File: src/rtl/pipelined_barrel_shifter.sv
// pipelined_barrel_shifter: multi-mode log-stage barrel shifter with valid/ready pipeline and carry/zero flags
module pipelined_barrel_shifter #(
  parameter int WIDTH = 32,
  parameter int REG_EVERY = 1,
  localparam int SHW = $clog2(WIDTH)
) (
  input  logic             clk,
  input  logic             rst_n,
  input  logic             in_valid,
  output logic             in_ready,
  input  logic [WIDTH-1:0] in_data,
  input  logic [SHW-1:0]   in_shamt,
  input  logic [1:0]       in_mode,
  output logic             out_valid,
  input  logic             out_ready,
  output logic [WIDTH-1:0] out_data,
  output logic             out_carry,
  output logic             out_zero
);
  localparam int L = (SHW + REG_EVERY - 1) / REG_EVERY;

  logic advance, z_ok;

  // One 2:1 mux stage shifting by 2^k; returns {carry, data}. SRA refills with the
  // current MSB, which every earlier SRA stage has preserved as the original sign.
  function automatic logic [WIDTH:0] stage(input logic [WIDTH-1:0] x, input logic cin,
                                           input logic [1:0] mode, input logic en, input int k);
    logic [WIDTH-1:0] y;
    logic c;
    int n;
    n = 1 << k;
    y = mode == 2'b00 ? x << n :
        mode == 2'b01 ? x >> n :
        mode == 2'b10 ? $unsigned($signed(x) >>> n) :
                        (x >> n) | (x << (WIDTH - n));
    c = mode == 2'b00 ? 1'(x >> (WIDTH - n)) :
        mode == 2'b11 ? y[WIDTH-1] :
                        1'(x >> (n - 1));
    return en ? {c, y} : {cin, x};
  endfunction

  assign advance   = !out_valid | out_ready;
  assign in_ready  = rst_n & advance;
  assign out_valid = st[L-1].v_q;
  assign out_data  = st[L-1].d_q;
  assign out_carry = st[L-1].c_q;
  assign out_zero  = z_ok & ~|out_data;

  for (genvar g = 0; g < L; g++) begin : st
    logic vi, ci, cn, v_q, c_q;
    logic [WIDTH-1:0] di, dn, d_q;
    logic [1:0] mi;
    logic [SHW-1:0] si;
    if (g == 0) begin : src
      assign vi = in_valid & in_ready;
      assign di = in_data;
      assign ci = 1'b0;
      assign mi = in_mode;
      assign si = in_shamt;
    end else begin : src
      assign vi = st[g-1].v_q;
      assign di = st[g-1].d_q;
      assign ci = st[g-1].c_q;
      assign mi = st[g-1].ctl.m_q;
      assign si = st[g-1].ctl.s_q;
    end
    // apply the mux stages that belong to this register group
    always_comb begin
      dn = di;
      cn = ci;
      for (int k = 0; k < SHW; k++)
        if (k / REG_EVERY == g) {cn, dn} = stage(dn, cn, mi, 1'(si >> k), k);
    end
    // group output register; data only loads for a valid slot so outputs never move while idle
    always_ff @(posedge clk or negedge rst_n)
      if (!rst_n) begin
        v_q <= 1'b0;
        d_q <= '0;
        c_q <= 1'b0;
      end else if (advance) begin
        v_q <= vi;
        if (vi) begin
          d_q <= dn;
          c_q <= cn;
        end
      end
    if (g < L - 1) begin : ctl
      logic [1:0] m_q;
      logic [SHW-1:0] s_q;
      // mode and shift amount travel with the beat to the later groups
      always_ff @(posedge clk or negedge rst_n)
        if (!rst_n) begin
          m_q <= '0;
          s_q <= '0;
        end else if (advance && vi) begin
          m_q <= mi;
          s_q <= si;
        end
    end
  end

  // zero flag stays low until a real result has reached the output register
  always_ff @(posedge clk or negedge rst_n)
    if (!rst_n) z_ok <= 1'b0;
    else if (advance && st[L-1].vi) z_ok <= 1'b1;
endmodule

File: config.mk
export PLATFORM = sky130hd
export DESIGN_NAME = pipelined_barrel_shifter
export DESIGN_NICKNAME = d
export VERILOG_FILES = /design/src/rtl/pipelined_barrel_shifter.sv
export SDC_FILE = /design/constraint.sdc
export NUM_CORES = 1
export LEC_CHECK = 0
export CAP_MARGIN = 5
export CORE_ASPECT_RATIO = 0.9
export CORE_MARGIN = 2
export CORE_UTILIZATION = 35
export DETAILED_ROUTE_END_ITERATION = 10
export PLACE_DENSITY = 0.64
export SKIP_LAST_GASP = 1
export SLEW_MARGIN = 10
export SYNTH_ARGS = -nofsm -noshare
export SYNTH_HDL_FRONTEND = slang
export SYNTH_SLANG_ARGS = --single-unit
File: constraint.sdc
create_clock -name clk -period 1.9 [get_ports clk]
set_input_delay 0.475 -clock clk [delete_from_list [all_inputs] [get_ports clk]]
set_output_delay 0.475 -clock clk [all_outputs]
set_load 0.1 [all_outputs]
### After elaboration in Yosys (flattened, before gate mapping)

Index checks and enable logic that the tools add are counted.

* output and inout port bits: 36
* register bits: 199
* bits of input ports: 43
* word-level logic and storage cells: 96

* eq/ne operators: 15
* bitwise operators: 9
* reductions and logical operators: 18
* mux-type cells: 30

Operators with widths (count)
* $mux 32: 15
* $mux 33: 5
* $or 16x32->32: 1
* $or 24x32->32: 1
* $or 28x32->32: 1
* $or 30x32->32: 1
* $or 31x32->32: 1
* $reduce_or 32->1: 1
* $eq 2x2->1 const B: 10
* $eq 2x1->1 const B: 5
* $logic_not 2->1: 5
* $mux 1: 10
* $reduce_and 2->1: 5
* $logic_and 1x1->1: 5
* $and 1x1->1: 3
* $logic_not 1->1: 2
* $or 1x1->1: 1

### Depth between registers and ports, before layout

* word-level depth: 7
* gate-level depth with buffers: 6
* mapped depth without buffers: 3

### Worst setup path after synthesis

No wires, ideal clock.

* path kind: flip-flop to output port
* start point: register st[4].d_q[1], in the netlist out_data[1]
* end point: output port out_zero
* slack: -1.908 ns
* path buffers: 0
* required time: 1.425 ns
* stages on the path, launching flop included: 4
* arrival: 3.333 ns
* cell sequence: dfrtp_1 -> nor4b_1 -> nand4_1 -> nor3_1

* longest elaborated chain between the ends: 3

Ends and longest elaborated chain
* start: declaration: line 51 `logic [WIDTH-1:0] di, dn, d_q;`
* start signal: assignment: line 83 `d_q <= dn;`
* $reduce_or 32->1: line 47 `assign out_zero = z_ok & ~|out_data;`
* $logic_not 1->1: line 47
* $and 1x1->1: line 47
* end: declaration: line 18 `output logic out_zero`

Every way passes these cells.

### Worst setup path after layout

* start point: register st[4].d_q[24], in the netlist out_data[24]
* end point: output port out_zero

Same word-level chain as after synthesis.

==> metrics.log <==
INFO  metric synth-main-ff-cell = sky130_fd_sc_hd__dfrtp_1
INFO  metric worstPathArrival = 1850 ps
INFO  metric violated_checks = setup timing
INFO  metric drtAntennaViolNets = 0
INFO  metric clock_slew_seen_by_the_registers_of_the_worst_setup_and_hold_paths = ~80 ps
INFO  metric critPathLaunchType = register
INFO  metric critical-path-max-stage-delay = between 400 and 500 ps
INFO  metric route.final.wire_length = between 20000 and 30000 um
INFO  metric later_pin_clock_latency_in_the_skew_report = approximately 450 ps
INFO  metric yosysSeqAreaShare = 0.4310
INFO  metric grt_setup_unrepaired = yes
INFO  metric timing_hold_violations_final = 0
INFO  metric synth_area = between 0.01 and 0.015 sq mm
INFO  metric layout.nets = between 1000 and 1500
INFO  metric die-width = about 190 um
INFO  metric finalCritPeriodShare = 1.223
INFO  metric antenna_found_initial = 0
INFO  metric globalRouteOverflowTotal = 0
INFO  metric cells_along_the_critical_path = nor4_4 -> nand4_1 -> nor3_4 -> buf_12
INFO  metric routed_wire_length_per_instance = roughly 19 um
INFO  metric peakVddDrop = about 1.2 mV
INFO  metric critical_path_buf_inv_count = 1
INFO  metric crit_slowest_cell = sky130_fd_sc_hd__dfrtp_4
INFO  metric dr.pass1.iters = 6
INFO  metric postSynthRegisterBits = roughly 190
INFO  metric number_of_pins_exceeding_their_max_slew_limit_in_the_final_report = 0
INFO  metric initial_core_util = 0.3550
INFO  metric num_antenna_cells = 0
INFO  metric worst_clock_skew = approximately 16 ps
INFO  metric vias = a little over 9000
INFO  metric core = about 0.03 sq mm
INFO  metric path_delay_family = simple AND/OR/NAND/NOR gates
INFO  metric port_buffers = 78
INFO  metric power.static_leakage = around 5.3 nW
INFO  metric yosysUniqueCellTypes = 46
INFO  metric cts_sinks = ~190
INFO  metric route.detailed.vias_per_inst = 5.801
INFO  metric worst-endpoint-required = 1420 ps
INFO  metric cap_violations = 0
INFO  metric xor_xnor_fraction_of_synth_area = 0.001482
INFO  metric globalRouteTotalUtil = 0.1854
INFO  metric fill_cells = just under 3000
INFO  metric final_critical_path_setup_slack = -423.9 ps
INFO  metric holdBufCountCts = 0
INFO  metric final_core_util = 0.4372
INFO  metric dp_slack = -194.6 ps
INFO  metric fp.dieArea = roughly 0.033 sq mm
INFO  metric run_status = complete, but fails checks
INFO  metric ratio_of_cells_with_drive_above_1_in_the_final_layout = 0.2197
INFO  metric max_freq = about 0.43 GHz
INFO  metric number_of_flops_mapped_to_enable_cells_by_yosys = 0
INFO  metric footprint_of_the_multi_input_gates = 0.005597 sq mm
INFO  metric cts_htree_levels = 4
INFO  metric synth-adder-area-share = 0
INFO  metric drc_errors = 0
INFO  metric hpwl = 21230 um
INFO  metric grt_max_degree = 95
INFO  metric tritoncts = built
INFO  metric worstSetupEndpointType = primary output
INFO  metric initialDrtViolationCount = between 700 and 800
INFO  metric synth-async-reset-ratio = 1.000
INFO  metric synth_fp_nets = 1140
INFO  metric boundaryPins = 79
INFO  metric layout-area-overhead-vs-synth = 23.13%
INFO  metric fin_crit = 2324 ps
INFO  metric report.final.setup_viol = 1
INFO  metric grt_pass1_vias = about 8500
INFO  metric crit_type = reg -> out
INFO  metric synth_area_in_compound_gates = 0.2921
INFO  metric cts_inserted_buffers = 17
INFO  metric grt_first_pass_wirelength = just under 50000 um
INFO  metric die_height = roughly 170 um
INFO  metric hold_class = in -> async
INFO  metric yosys.area_share.simple = 0.1039
INFO  metric rows = 61
INFO  metric synthMuxAreaShare = 0.1048
INFO  metric worst-slew-pin-transition = about 1000 ps
INFO  metric final-seq-area = roughly 0.0048 sq mm
INFO  metric cts_max_path_buffers = 2
INFO  metric yosys_warnings = 0
INFO  metric maxSlewHeadroom = 0.3146
INFO  metric postSynthCellCount = between 1000 and 1500
INFO  metric worstPathMaxFanout = 2
INFO  metric pwr_density_cell = between 1500 and 2000 mW/mm^2
INFO  metric syn-mean-instance-area = around 10 sq um
INFO  metric ctsRootBufferMaster = sky130_fd_sc_hd__clkbuf_16
INFO  metric main_combinational_cell_family_by_area_after_synthesis = compound AO/OA/AOI/OAI gates
INFO  metric place.gp.congestion = between 0.8 and 0.9
==> per-layer routing <==
metal  global-route usage  wire, um  vias to the layer above
li1                     -         -                     4294
met1               0.2702     14520                     4487
met2               0.2855     13460                      262
met3              0.02841      1351                       36
met4              0.05157       472                        0
met5                    0         0                        -
==> synthesized netlist by cell type (all sizes together), types with 4 or more instances <==
library cell  count  share of area
a211oi           34          0.023
a21oi            58          0.026
a221oi            7         0.0056
a22oi            16          0.011
a2bb2oi           5         0.0040
a31oi            72          0.041
and2              4         0.0025
buf              64          0.037
clkbuf           62          0.021
dfrtp           189           0.43
inv              25         0.0086
mux2             90          0.097
mux2i             8         0.0073
nand2            19         0.0065
nand3            10         0.0046
nor2             67          0.023
nor2b             9         0.0051
nor4              6         0.0034
o211a            25          0.023
o211ai           67          0.046
o21a             19          0.013
o21ai            86          0.039
o22ai            18          0.011
o2bb2ai          54          0.043
o311a             4         0.0036
or3b             64          0.051
==> final timing paths <==
path,start,endpoint,slack (ps),cells past startpoint
hold / removal,rst_n,st[2].v_q,80,2
setup / recovery,out_data[24],out_zero,-420,4
max in group asynchronous,rst_n,st[1].d_q[14],950,3
hold reg to reg,z_ok,z_ok,470,1
setup reg to reg,st[2].ctl.m_q[0],st[3].d_q[6],240,3
min in group clk,z_ok,z_ok,470,1
==> registers in the layout, summed over array words and instances, names as in the netlist <==
signal      count
st.c_q          4
out_valid       1
out_carry       1
st.v_q          4
out_data       32
st.d_q        128
st.ctl.s_q     10
st.ctl.m_q      8
z_ok            1
==> cell usage in the layout (no fill, tap or decap), types with 5 or more instances in the layout <==
cell type                           n
sky130_fd_sc_hd__clkbuf_16         17
sky130_fd_sc_hd__dfrtp_1          155
sky130_fd_sc_hd__nor2b_1            9
sky130_fd_sc_hd__nand2_1           19
sky130_fd_sc_hd__a22oi_1           16
sky130_fd_sc_hd__a31oi_1           72
sky130_fd_sc_hd__mux2_1            31
sky130_fd_sc_hd__nor2_1            65
sky130_fd_sc_hd__a211oi_1          34
sky130_fd_sc_hd__o211ai_1          67
sky130_fd_sc_hd__o22ai_1           17
sky130_fd_sc_hd__nand3_1           10
sky130_fd_sc_hd__buf_4             59
sky130_fd_sc_hd__a21oi_1           58
sky130_fd_sc_hd__o211a_1           25
sky130_fd_sc_hd__a2bb2oi_1          5
sky130_fd_sc_hd__inv_1             25
sky130_fd_sc_hd__mux2i_1            8
sky130_fd_sc_hd__dfrtp_4            7
sky130_fd_sc_hd__clkinv_8           7
sky130_fd_sc_hd__mux2_4            15
sky130_fd_sc_hd__o2bb2ai_1         54
sky130_fd_sc_hd__or3b_1            64
sky130_fd_sc_hd__clkdlybuf4s50_1   39
sky130_fd_sc_hd__dfrtp_2           27
sky130_fd_sc_hd__a221oi_1           7
sky130_fd_sc_hd__mux2_2            44
sky130_fd_sc_hd__o21ai_0           85
sky130_fd_sc_hd__o21a_1            19
sky130_fd_sc_hd__buf_12            52
==> report_power, final <==
group          leakage, nW  internal [W]  switching [W]
Combinational         2.82       0.00574        0.00768
Sequential            2.21       0.00595        0.00244
Clock                0.291       0.00180        0.00186
==> final cells by class <==
| class | count | area share |
|---|---|---|
| Clock buffer | 17 | 0.03148 |
| Multi-Input combinational cell | 757 | 0.4142 |
| Tap cell | 409 | 0.03787 |
| Inverter | 25 | 0.006944 |
| Clock inverter | 15 | 0.01435 |
| Timing Repair Buffer | 153 | 0.1407 |
| Sequential cell | 189 | 0.3544 |
==> through the flow <==
step	instances	instance area (sq um)	power [W]	setup TNS [ps]	hold slack (ps)
finish	1565	13510	0.02546	-423.9	75.69
global route	1565	13510	0.02688	-497.2	108.9
CTS	1565	13500	0.02547	-441.5	119.5
detailed placement	1532	12820	0.02164	-14220	448.9
global placement	1532	12820	0.02139	-13300	444.4
floorplan	1097	11060	0.01667	-465.7	179.4
==> repair_timing <==
action	4_1_cts	5_1_grt
buffers inserted	2	0
pin swaps	4	1
setup endpoints to repair	2	1
resized for setup	9	2
==> cell families after synthesis <==
| logic type | count (synthesis) |
|---|---|
| flops | 189 |
| simple gates | 190 |
| xor+xnor | 1 |
| compound gates | 468 |
| buf+inv | 151 |
| mux | 98 |
No activity file was read; power rests on OpenSTA's default activity.
